File: src/rtl/muldiv_sequencer.sv
// muldiv_sequencer: bit-serial multiply / restoring divide that owns HI/LO.
// One result bit per cycle; WIDTH RUN cycles followed by one FIX cycle that
// applies sign correction and writes HI/LO.
module muldiv_sequencer #(
  parameter int WIDTH = 32
) (
  input  logic             clock,
  input  logic             reset,
  input  logic             start,
  input  logic [1:0]       op,
  input  logic [WIDTH-1:0] a,
  input  logic [WIDTH-1:0] b,
  input  logic             hi_write,
  input  logic             lo_write,
  input  logic [WIDTH-1:0] wdata,
  output logic             busy,
  output logic             done,
  output logic             div_zero,
  output logic [WIDTH-1:0] hi,
  output logic [WIDTH-1:0] lo,
  output logic [1:0]       state_out
);
  localparam int CW = $clog2(WIDTH) + 1;

  typedef enum logic [1:0] {IDLE = 2'd0, RUN = 2'd1, FIX = 2'd2} state_t;

  state_t             state, state_nx;
  logic [CW-1:0]      cnt;
  logic [1:0]         op_r;
  logic               neg_res;   // operand signs differ (signed ops only)
  logic               neg_rem;   // dividend negative (signed div only)
  logic               dz;
  logic [WIDTH-1:0]   opnd;      // multiplicand or divisor magnitude
  logic [2*WIDTH-1:0] acc;       // mult: {partial, multiplier}; div: low half dividend -> quotient
  logic [WIDTH-1:0]   rem;       // settled remainder always < divisor, fits WIDTH bits

  logic               sgn_op;
  logic [WIDTH-1:0]   amag_in, bmag_in;
  logic [WIDTH:0]     msum;
  logic [WIDTH:0]     rshift, rdiff;
  logic [2*WIDTH-1:0] prod;
  logic [WIDTH-1:0]   quo, rmd;

  assign busy      = (state != IDLE);
  assign div_zero  = dz;
  assign state_out = state;

  // Operand magnitudes and one step of each serial algorithm
  always_comb begin
    sgn_op  = ~op[0];
    amag_in = (sgn_op && a[WIDTH-1]) ? -a : a;
    bmag_in = (sgn_op && b[WIDTH-1]) ? -b : b;
    msum    = {1'b0, acc[2*WIDTH-1:WIDTH]} + {1'b0, (acc[0] ? opnd : {WIDTH{1'b0}})};
    rshift  = {rem, acc[WIDTH-1]};
    rdiff   = rshift - {1'b0, opnd};
    prod    = (op_r == 2'b00 && neg_res) ? -acc : acc;
    quo     = (op_r == 2'b10 && neg_res) ? -acc[WIDTH-1:0] : acc[WIDTH-1:0];
    rmd     = (op_r == 2'b10 && neg_rem) ? -rem : rem;
  end

  // State register
  always_ff @(posedge clock or posedge reset) begin
    if (reset) state <= IDLE;
    else       state <= state_nx;
  end

  // Next-state: divide by zero skips RUN entirely
  always_comb begin
    state_nx = state;
    case (state)
      IDLE: if (start) state_nx = (op[1] && b == '0) ? FIX : RUN;
      RUN:  if (cnt == CW'(WIDTH - 1)) state_nx = FIX;
      FIX:  state_nx = IDLE;
      default: state_nx = IDLE;
    endcase
  end

  // Datapath, HI/LO and done pulse
  always_ff @(posedge clock or posedge reset) begin
    if (reset) begin
      cnt <= '0; op_r <= '0; neg_res <= 1'b0; neg_rem <= 1'b0; dz <= 1'b0;
      opnd <= '0; acc <= '0; rem <= '0; hi <= '0; lo <= '0; done <= 1'b0;
    end else begin
      done <= (state == FIX);
      case (state)
        IDLE: begin
          if (hi_write) hi <= wdata;
          if (lo_write) lo <= wdata;
          if (start) begin
            op_r    <= op;
            neg_res <= sgn_op & (a[WIDTH-1] ^ b[WIDTH-1]);
            neg_rem <= sgn_op & a[WIDTH-1];
            dz      <= op[1] && (b == '0);
            cnt     <= '0;
            rem     <= '0;
            opnd    <= op[1] ? bmag_in : amag_in;
            acc     <= {{WIDTH{1'b0}}, (op[1] ? amag_in : bmag_in)};
          end
        end
        RUN: begin
          cnt <= cnt + 1'b1;
          if (!op_r[1]) begin
            acc <= {msum, acc[WIDTH-1:1]};
          end else begin
            rem            <= rdiff[WIDTH] ? rshift[WIDTH-1:0] : rdiff[WIDTH-1:0];
            acc[WIDTH-1:0] <= {acc[WIDTH-2:0], ~rdiff[WIDTH]};
          end
        end
        FIX: begin
          if (!dz) begin
            if (!op_r[1]) {hi, lo} <= prod;
            else begin
              lo <= quo;
              hi <= rmd;
            end
          end
        end
        default: ;
      endcase
    end
  end
endmodule

File: config.mk
export PLATFORM = sky130hd
export DESIGN_NAME = muldiv_sequencer
export DESIGN_NICKNAME = d
export VERILOG_FILES = /design/src/rtl/muldiv_sequencer.sv
export SDC_FILE = /design/constraint.sdc
export NUM_CORES = 1
export LEC_CHECK = 0
export CAP_MARGIN = 20
export CORE_ASPECT_RATIO = 0.5
export CORE_MARGIN = 2
export CORE_UTILIZATION = 30
export DETAILED_ROUTE_END_ITERATION = 12
export GPL_TIMING_DRIVEN = 0
export HOLD_SLACK_MARGIN = 0.06
export PLACE_DENSITY_LB_ADDON = 0.05
export REMOVE_ABC_BUFFERS = 1
export SLEW_MARGIN = 20
export SYNTH_ARGS = -nofsm -noshare
export SYNTH_HDL_FRONTEND = slang
export SYNTH_SLANG_ARGS = --single-unit
File: constraint.sdc
create_clock -name clock -period 8.25 [get_ports clock]
set_clock_uncertainty 0.05 [all_clocks]
set_input_delay 0.825 -clock clock [delete_from_list [all_inputs] [get_ports clock]]
set_output_delay 0.825 -clock clock [all_outputs]
set_load 0.05 [all_outputs]
; Word-level counts from Yosys, hierarchy flattened
; Index checks and enable logic that the tools add are counted.
[totals]
reg_bits = 206
inputBits = 103
out_inout_bits = 69
word_cells = 86
[op_classes]
n_addsub = 8
n_eq_ne = 11
mux = 30
bitwise = 5
n_reduce_logical = 19
[ops]
columns = op, count
row1 = 32-bit two-way mux, 18
row2 = 32-bit case mux with 2 select lines, 3
row3 = 64-bit two-way mux, 2
row4 = 32-bit negation, 4
row5 = 64-bit case mux with 2 select lines, 1
row6 = 64-bit negation, 1
row7 = 32-bit by 32-bit adder with 33-bit output, 1
row8 = 33-bit by 32-bit subtractor with 33-bit output, 1
row9 = 32-bit zero test, 1
row10 = "2-bit != test, second input constant", 7
row11 = 6-bit case mux with 2 select lines, 1
row12 = 3-bit AND reduction, 4
row13 = "6-bit by 1-bit adder with 6-bit output, second input constant", 1
row14 = "6-bit by 5-bit == test with 1-bit output, second input constant", 1
row15 = 1-bit logical AND, 6
row16 = 2-bit two-way mux, 3
row17 = 6-bit two-way mux, 1
row18 = 2-bit AND reduction, 3
row19 = 2-bit nonzero test, 3
row20 = "2-bit == test, second input constant", 2
row21 = 2-bit zero test, 2
row22 = 2-bit case mux with 2 select lines, 1
row23 = 1-bit AND, 2
row24 = "2-bit by 1-bit == test with 1-bit output, second input constant", 1
row25 = other kinds (2), 3

; Depth between registers and ports, before layout
[depth]
word_depth = 6
ltp_mapped = 14

; Worst setup path after synthesis
; OpenSTA, ideal clock, no wires.
[synth_timing]
path_kind = input to register
startpoint = in b[8]
endpoint = reg acc[27]
arrival_ns = 3.233
path_slack_ns = 4.902
path_stages = 9
path_buffers = 0
cell_sequence = or4_1 or4_1 nor3_2 nand3_1 o41ai_1 xnor2_1 nor2_1 a211oi_1 o22a_1
[synth_between]
elab_chain_cells = 5
[synth_lines]
columns = item, line
row1 = start: declaration, 12  ; input logic [WIDTH-1:0] b,
row2 = 32-bit negation, 52  ; bmag_in = (sgn_op && b[WIDTH-1]) ? -b : b;
row3 = 32-bit two-way mux, 52
row4 = 32-bit two-way mux, 97  ; acc <= {{WIDTH{1'b0}}, (op[1] ? amag_in : bmag_in)};
row5 = 64-bit two-way mux, 89  ; if (start) begin
row6 = 64-bit case mux with 2 select lines, 85  ; case (state)
row7 = end signal: assignment, 97
row8 = end signal: assignment, 103  ; acc <= {msum, acc[WIDTH-1:1]};
row9 = end signal: indexed assignment, 106  ; acc[WIDTH-1:0] <= {acc[WIDTH-2:0], ~rdiff[WIDTH]};
row10 = end: declaration, 34  ; logic [2*WIDTH-1:0] acc;
; Every way passes these cells. The select of a mux whose other input is x is not followed.
; A chain may end at the register's enable or synchronous reset.

; Worst setup path in the final report
[layout_timing]
startpoint = reg acc[0]
endpoint = reg hi[12]
[layout_between]
elab_chain_cells = 5
[layout_lines]
columns = item, line
row1 = 64-bit negation, 56  ; prod = (op_r == 2'b00 && neg_res) ? -acc : acc;
row2 = 64-bit two-way mux, 56
row3 = 32-bit two-way mux, 111  ; if (!op_r[1]) {hi, lo} <= prod;
row4 = 32-bit two-way mux, 110  ; if (!dz) begin
row5 = 32-bit case mux with 2 select lines, 85
row6 = end signal: assignment, 87  ; if (hi_write) hi <= wdata;
row7 = end signal: assignment, 111
row8 = end signal: assignment, 114  ; hi <= rmd;
row9 = end: declaration, 19  ; output logic [WIDTH-1:0] hi,
; Every way passes these cells. The select of a mux whose other input is x is not followed.

==> flow_metrics.tcl <==
set metrics [dict create \
    synth_top_area_share_pct 31.2 \
    globalRouteTotalUtil_pct 22.0 \
    endpoint_kind "register" \
    finalWorstPathRequiredPeriod_ns 5.00 \
    seq_area_frac_synth_pct 31.2 \
    synth_area_per_cell_um2 7.82 \
    rows 60 \
    floorplan.die_area_um2 57100 \
    design_power_total_mw 9.11 \
    grt_pass1_vias 14912 \
    yosys_register_bits 206 \
    yosysWarningCount 0 \
    cts_tree "done" \
    clk_slew_on_worst_s_h_paths_ns 0.07 \
    dp_hpwl_mm 49.3 \
    cts_buffer_depth 3 \
    timing.critical_path.slowest_cell_delay_ns 0.86 \
    wire_length_of_the_first_global_routing_pass_mm 95.6 \
    timing_worst_setup_path_type "reg2reg" \
    rsz0062_at_grt "false" \
    pwr_density_cell_nw_per_um2 456 \
    syn_inst 2113 \
    gpl.final_weighted_congestion 0.838 \
    synth_area_leader_cell "dfrtp_1" \
    synth-async-reset-ratio_pct 100 \
    drt-wirelength-per-cell_um 21.6 \
    max_capacitance_violation_total 0 \
    layout.area.seq_um2 5160 \
    htreeDepth 1 \
    drtAntennaViolNets 0 \
    critical_path.startpoint_type "register" \
    fmaxAchievable_ghz 0.200 \
    hold_class "reg2reg" \
    cp_common_cell "o21ai_1" \
    path_max_fanout 13 \
    clk-insertion-delay-late_ns 0.57 \
    via_count 15757 \
    synth_ff_type "dfrtp_1" \
    routed_wirelength_mm 63.5 \
    post_cts_buffers 0 \
    cts.root.buffer_cell "clkbuf_16" \
    die_x_um 336 \
    multiInputGateArea_um2 10700 \
    detail_route.drc_violations 0 \
    finalInstanceArea_um2 20000 \
    cts-buffers-inserted 25 \
    cell_variety_after_synth 76 \
    cts.sink_count 206 \
    timing.critical_path.cells "inv_1 > ha_1 > or3b_2 > nor3_1 > nand4_1 > nor3b_1 > a31oi_1 > xnor2_1 > o21ai_1 > a21oi_1 > o21ai_1" \
    ir_drop_mv 0.233 \
    drt_iter0_drc 1157 \
    share_of_post_route_cells_with_drive_strength_above_1_pct 5.13 \
    setup_viol_count_final 0 \
    die_height_um 170 \
    critPathArrivalTime_ns 5.42 \
    layout_common_cells "nand2_1, o21ai_0, dfrtp_1, a21oi_1, nor2_1" \
    cp.buffers_inverters 1 \
    dpl-instance-area_um2 19100 \
    design.portCount 172 \
    initial_core_util_pct 30.6 \
    synth-edff-count 0 \
    port_bufs 171 \
    synth.area.top_cells "dfrtp_1, o21ai_0, a21oi_1, nand2_1, xnor2_1" \
    detail_route.first_pass.iterations 5 \
    holdBufCountCts 0 \
    fillers 5740 \
    nets 2380 \
    timing.final.max_slew_violations 0 \
    cp.required_ns 8.67 \
    finalHoldViolCount 0 \
    critical_path.top_delay_family "simple AND/OR/NAND/NOR gates" \
    core_um2 54100 \
    cpMaxStageDelayCell "nor3b_1" \
    status "finished clean" \
    cts.repair.resized 0 \
    viasPerCell 5.37 \
    static-leakage-power_nw 8.43 \
    min_period_over_period_pct 60.6 \
    final_total_negative_setup_slack_ns 0 \
    most_common_cell_after_layout_fill_and_taps_aside "nand2_1" \
    grt_max_degree 82 \
    initial_antenna_violation_count 2 \
    syn_area_um2 16500 \
    area.growth.synth_to_final_pct 20.8 \
    globalRoute.totalOverflow 0 \
    max_slew.worst_pin.slew_ns 1.01 \
    worst_slew_margin_rel_pct 32.2 \
]
## kinds of logic (layout without fill, tap and decap cells)
group / after synthesis / in the layout / share of synthesized area, %
AOI/OAI and AO/OA: 698 / 698 / 25.3
xor gates and xnor gates: 193 / 193 / 10.2
adders and majority gates: 71 / 71 / 5.47
buffers and inverters: 196 / 305 / 4.49
DFF: 206 / 206 / 31.2
muxes: 75 / 75 / 4.63
other: 0 / 1 / 0
and+or+nand+nor: 674 / 674 / 18.7
## Yosys cell counts, types with 42 or more instances
| master | n |
|---|---|
| dfrtp_1 | 206 |
| ha_1 | 69 |
| clkbuf_1 | 110 |
| inv_1 | 71 |
| a21oi_1 | 200 |
| o21ai_0 | 224 |
| nor2_1 | 193 |
| xnor2_1 | 102 |
| nand2_1 | 258 |
| mux2i_1 | 63 |
| a21o_1 | 42 |
| xor2_1 | 91 |
## metrics by stage
stage / hold WS [ns] / cells / utilization [%] / worst slack (ns)
2_1_floorplan: 0.400 / 1990 / - / 1.75
3_3_place_gp: 0.410 / 2874 / 34.5 / -2.19
3_5_place_dp: 0.419 / 2891 / 35.4 / 2.90
4_1_cts: 0.435 / 2934 / 36.9 / 2.86
5_1_grt: 0.463 / 2935 / 36.9 / 2.97
6_report: 0.431 / 2936 / 36.9 / 3.25
## flip-flops by register name (all words and copies together) (netlist names)
signal and flops:
acc 64, hi 32, lo 32, opnd 32, rem 32, cnt 6
op_r 2, state_out 2, div_zero 1, done 1, neg_rem 1, neg_res 1
## report_power, final
group	internal [mW]	leakage [nW]	switching [mW]	total (mW)
registers	1.51	2.56	0.648	2.15
logic	2.22	5.47	3.55	5.77
clock network	0.681	0.398	0.501	1.18
## per-layer routing
metal / GRT usage [%] / vias up / wire (um)
met5: 0 / - / 0
met4: 3.39 / 0 / 958
met3: 3.82 / 51 / 3210
met2: 34.3 / 318 / 28200
met1: 32.0 / 7666 / 31100
li1: - / 7722 / -
## worst register-to-register path, stage by stage (launching register included)
cell	delay, ns
dfrtp_1	0.58
inv_1	0.38
ha_1	0.25
or3b_2	0.49
nor3_1	0.54
nand4_1	0.72
nor3b_1	0.87
a31oi_1	0.21
xnor2_1	0.16
o21ai_1	0.40
a21oi_1	0.14
o21ai_1	0.14
## path summary, 6_finish.rpt
kind / from / to / slack, ns / cells past startpoint
setup / recovery: acc[0]$_DFFE_PP0P_ / hi[12]$_DFFE_PP0P_ / 3.25 / 11
hold / removal: lo[28]$_DFFE_PP0P_ / lo[28]$_DFFE_PP0P_ / 0.43 / 2
setup reg to reg: acc[0]$_DFFE_PP0P_ / hi[12]$_DFFE_PP0P_ / 3.25 / 11
hold reg to reg: lo[28]$_DFFE_PP0P_ / lo[28]$_DFFE_PP0P_ / 0.43 / 2
max in group asynchronous: reset / op_r[1]$_DFFE_PP0P_ / 6.21 / 4
min in group asynchronous: reset / hi[30]$_DFFE_PP0P_ / 0.69 / 2
## layout make-up
class / instances / share of cell area [%]
repair buffers: 189 / 10.5
multi-input cells: 1711 / 53.6
well taps: 713 / 4.47
clock inverters: 14 / 0.928
diodes: 1 / 0.0125
flip-flops and latches: 206 / 25.8
inverters: 73 / 1.42
clock buffers: 29 / 3.21
No activity file was read; power rests on OpenSTA's default activity.
==> RTL edit (same settings) <==
`WIDTH`: 32 -> 16.
--- a/src/rtl/muldiv_sequencer.sv
+++ b/src/rtl/muldiv_sequencer.sv
@@ -2,7 +2,7 @@
 // One result bit per cycle; WIDTH RUN cycles followed by one FIX cycle that
 // applies sign correction and writes HI/LO.
 module muldiv_sequencer #(
-  parameter int WIDTH = 32
+  parameter int WIDTH = 16
 ) (
   input  logic             clock,
   input  logic             reset,
Interface: changed (5 resized); port bits go from 172 to 92. No check against the original RTL was run, so the function may have changed too.
==> RTL edit against the unedited design <==
Largest cell class unchanged. Critical endpoint is now rem[12]$_DFFE_PP0P_. Cell count decreased by 48%. Clock power decreased by 59%. Area after synthesis decreased by 47%. Worst setup slack improved by 0.95 ns. Sequential cell count decreased by 97. Worst hold slack barely moved. Routed wire length fell by 51%. Power down 52%. Count of clock-buffer cells in the layout fell by 20. Sequential share of layout area increased by 0.74 points. Highest routed layer unchanged. Cell area fell by 49%.
==> RTL edit: results (changes against the unedited design) <==
outcome -> finished clean
Critical path origin -> acc[15]$_DFFE_PP0P_
CP Max Fanout -> 20 (+7)
Layout Nets -> 1233 (-48%)
CTS Buf Count -> 9 (-64%)
synth unique cells -> 66 (-13%)
I/O Buffers -> 91 (-47%)
Seq. pwr -> 1.18 mW (-45%)
top post-synthesis cells by count -> nand2_1, dfrtp_1, a21oi_1, o21ai_0, nor2_1
# diodes -> 0 (-1)
post-synthesis sequential area ratio -> 31.30% (+0.11 points)
Initial DRC Count -> 575 (-50%)
CP max-delay cell -> nand3_1
Via density -> 5.374 (+0.14%)
comb pwr -> 2.71 mW (-53%)
initial antenna violation count -> 0 (-2)
CTS Buffer Depth -> 2 (-1)
Worst EP arrival -> 4.26 ns (-1.16 ns)
FILL cells -> 2995 (-48%)
Synth area leaders -> dfrtp_1, a21oi_1, ha_1
worst vdd ir -> 0.1413 mV (-39%)
compound-gate portion of the synthesized area -> 26.18% (+0.91 points)
first-pass GRT wire length -> 48.27 mm (-50%)
worst r2r path cells -> 10 (-1)
overall routing resource usage -> 20.77% (-1.2 points)
Post-Synth XOR/XNOR Area -> 8.544% (-1.7 points)
mux cell area share after synthesis -> 2.599% (-2.0 points)
vias in the first global route -> 7824 (-48%)
first-pass iteration count of the detailed router -> 6 (+1)
Final HPWL DP -> 24.19 mm (-51%)
max FFs per register -> 32 (-50%)
Vias -> 8244 (-48%)
Reg-to-Reg End -> rem[12]$_DFFE_PP0P_
Clock Pin Slew Worst Setup and Hold Paths -> 0.09 ns (+0.02 ns)
worst setup margin -> 4.205 ns (+0.9541 ns)
hold path depth -> 1 (-1)
termination of the worst setup path -> rem[12]$_DFFE_PP0P_
GP Congestion -> 0.8835 (+5.4%)
slew margin rel. -> 27.26% (-4.9 points)
layout cells sized above 1 -> 4.112% (-1.0 points)
Hold EP -> lo[0]$_DFFE_PP0P_
Total Wirelength -> 31.27 mm (-51%)
Switching Share -> 53.00% (+1.4 points)
leak pwr -> 4.225 nW (-50%)
largest net degree at the start of global routing -> 70 (-15%)
RTL edit: per-layer routing:
| metal | global-route usage (%) | part of all wire, % | wire length, um | up-vias |
|---|---|---|---|---|
| met4 | 3.121 | 0.82 | 257 | 0 |
| met1 | 33.08 | 54 | 16900 | 3959 |
| li1 | - | - | - | 4036 |
| met2 | 29.00 | 40 | 12470 | 233 |
| met5 | 0 | 0 | 0 | - |
| met3 | 3.663 | 5.3 | 1649 | 16 |
RTL edit: layout make-up:
| class | instances | area, um^2 | area share (%) |
|---|---|---|---|
| multi-input cells | 880 | 5570 | 54.27 |
| clock inverters | 7 | 83.83 | 0.8167 |
| well taps | 391 | 489.2 | 4.766 |
| repair buffers | 96 | 1005 | 9.788 |
| inverters | 42 | 162.7 | 1.585 |
| flip-flops and latches | 109 | 2729 | 26.58 |
| clock buffers | 9 | 225.2 | 2.194 |
RTL edit: through the flow:
step	cell area, um^2	util [%]	hold slack, ns	std cells	power (mW)
4_1_cts	10260	35.65	0.4395	1534	4.372
2_1_floorplan	8444	-	0.3997	1031	2.931
6_report	10260	35.65	0.4310	1534	4.368
3_5_place_dp	9955	34.57	0.4213	1518	3.880
3_3_place_gp	9844	34.19	0.4140	1513	3.830
5_1_grt	10260	35.65	0.4640	1534	4.732
RTL edit: logic make-up (layout without fill, tap and decap cells):
kind of cell,count (synthesis),in the layout
XOR/XNOR,85,85
adder cells (fa/ha/maj),40,40
AO/OA/AOI/OAI,359,359
multiplexers,22,22
AND/OR/NAND/NOR,374,374
buffers and inverters,113,154
flip-flops,109,109
RTL edit: worst reg2reg max path, delay by kind of cell, from the launching register on:
family	cells	cell delay, ns
buffers and inverters	1	0.13
adders and majority gates	2	0.40
DFF	1	0.57
AOI/OAI and AO/OA	4	1.42
and+or+nand+nor	3	1.36
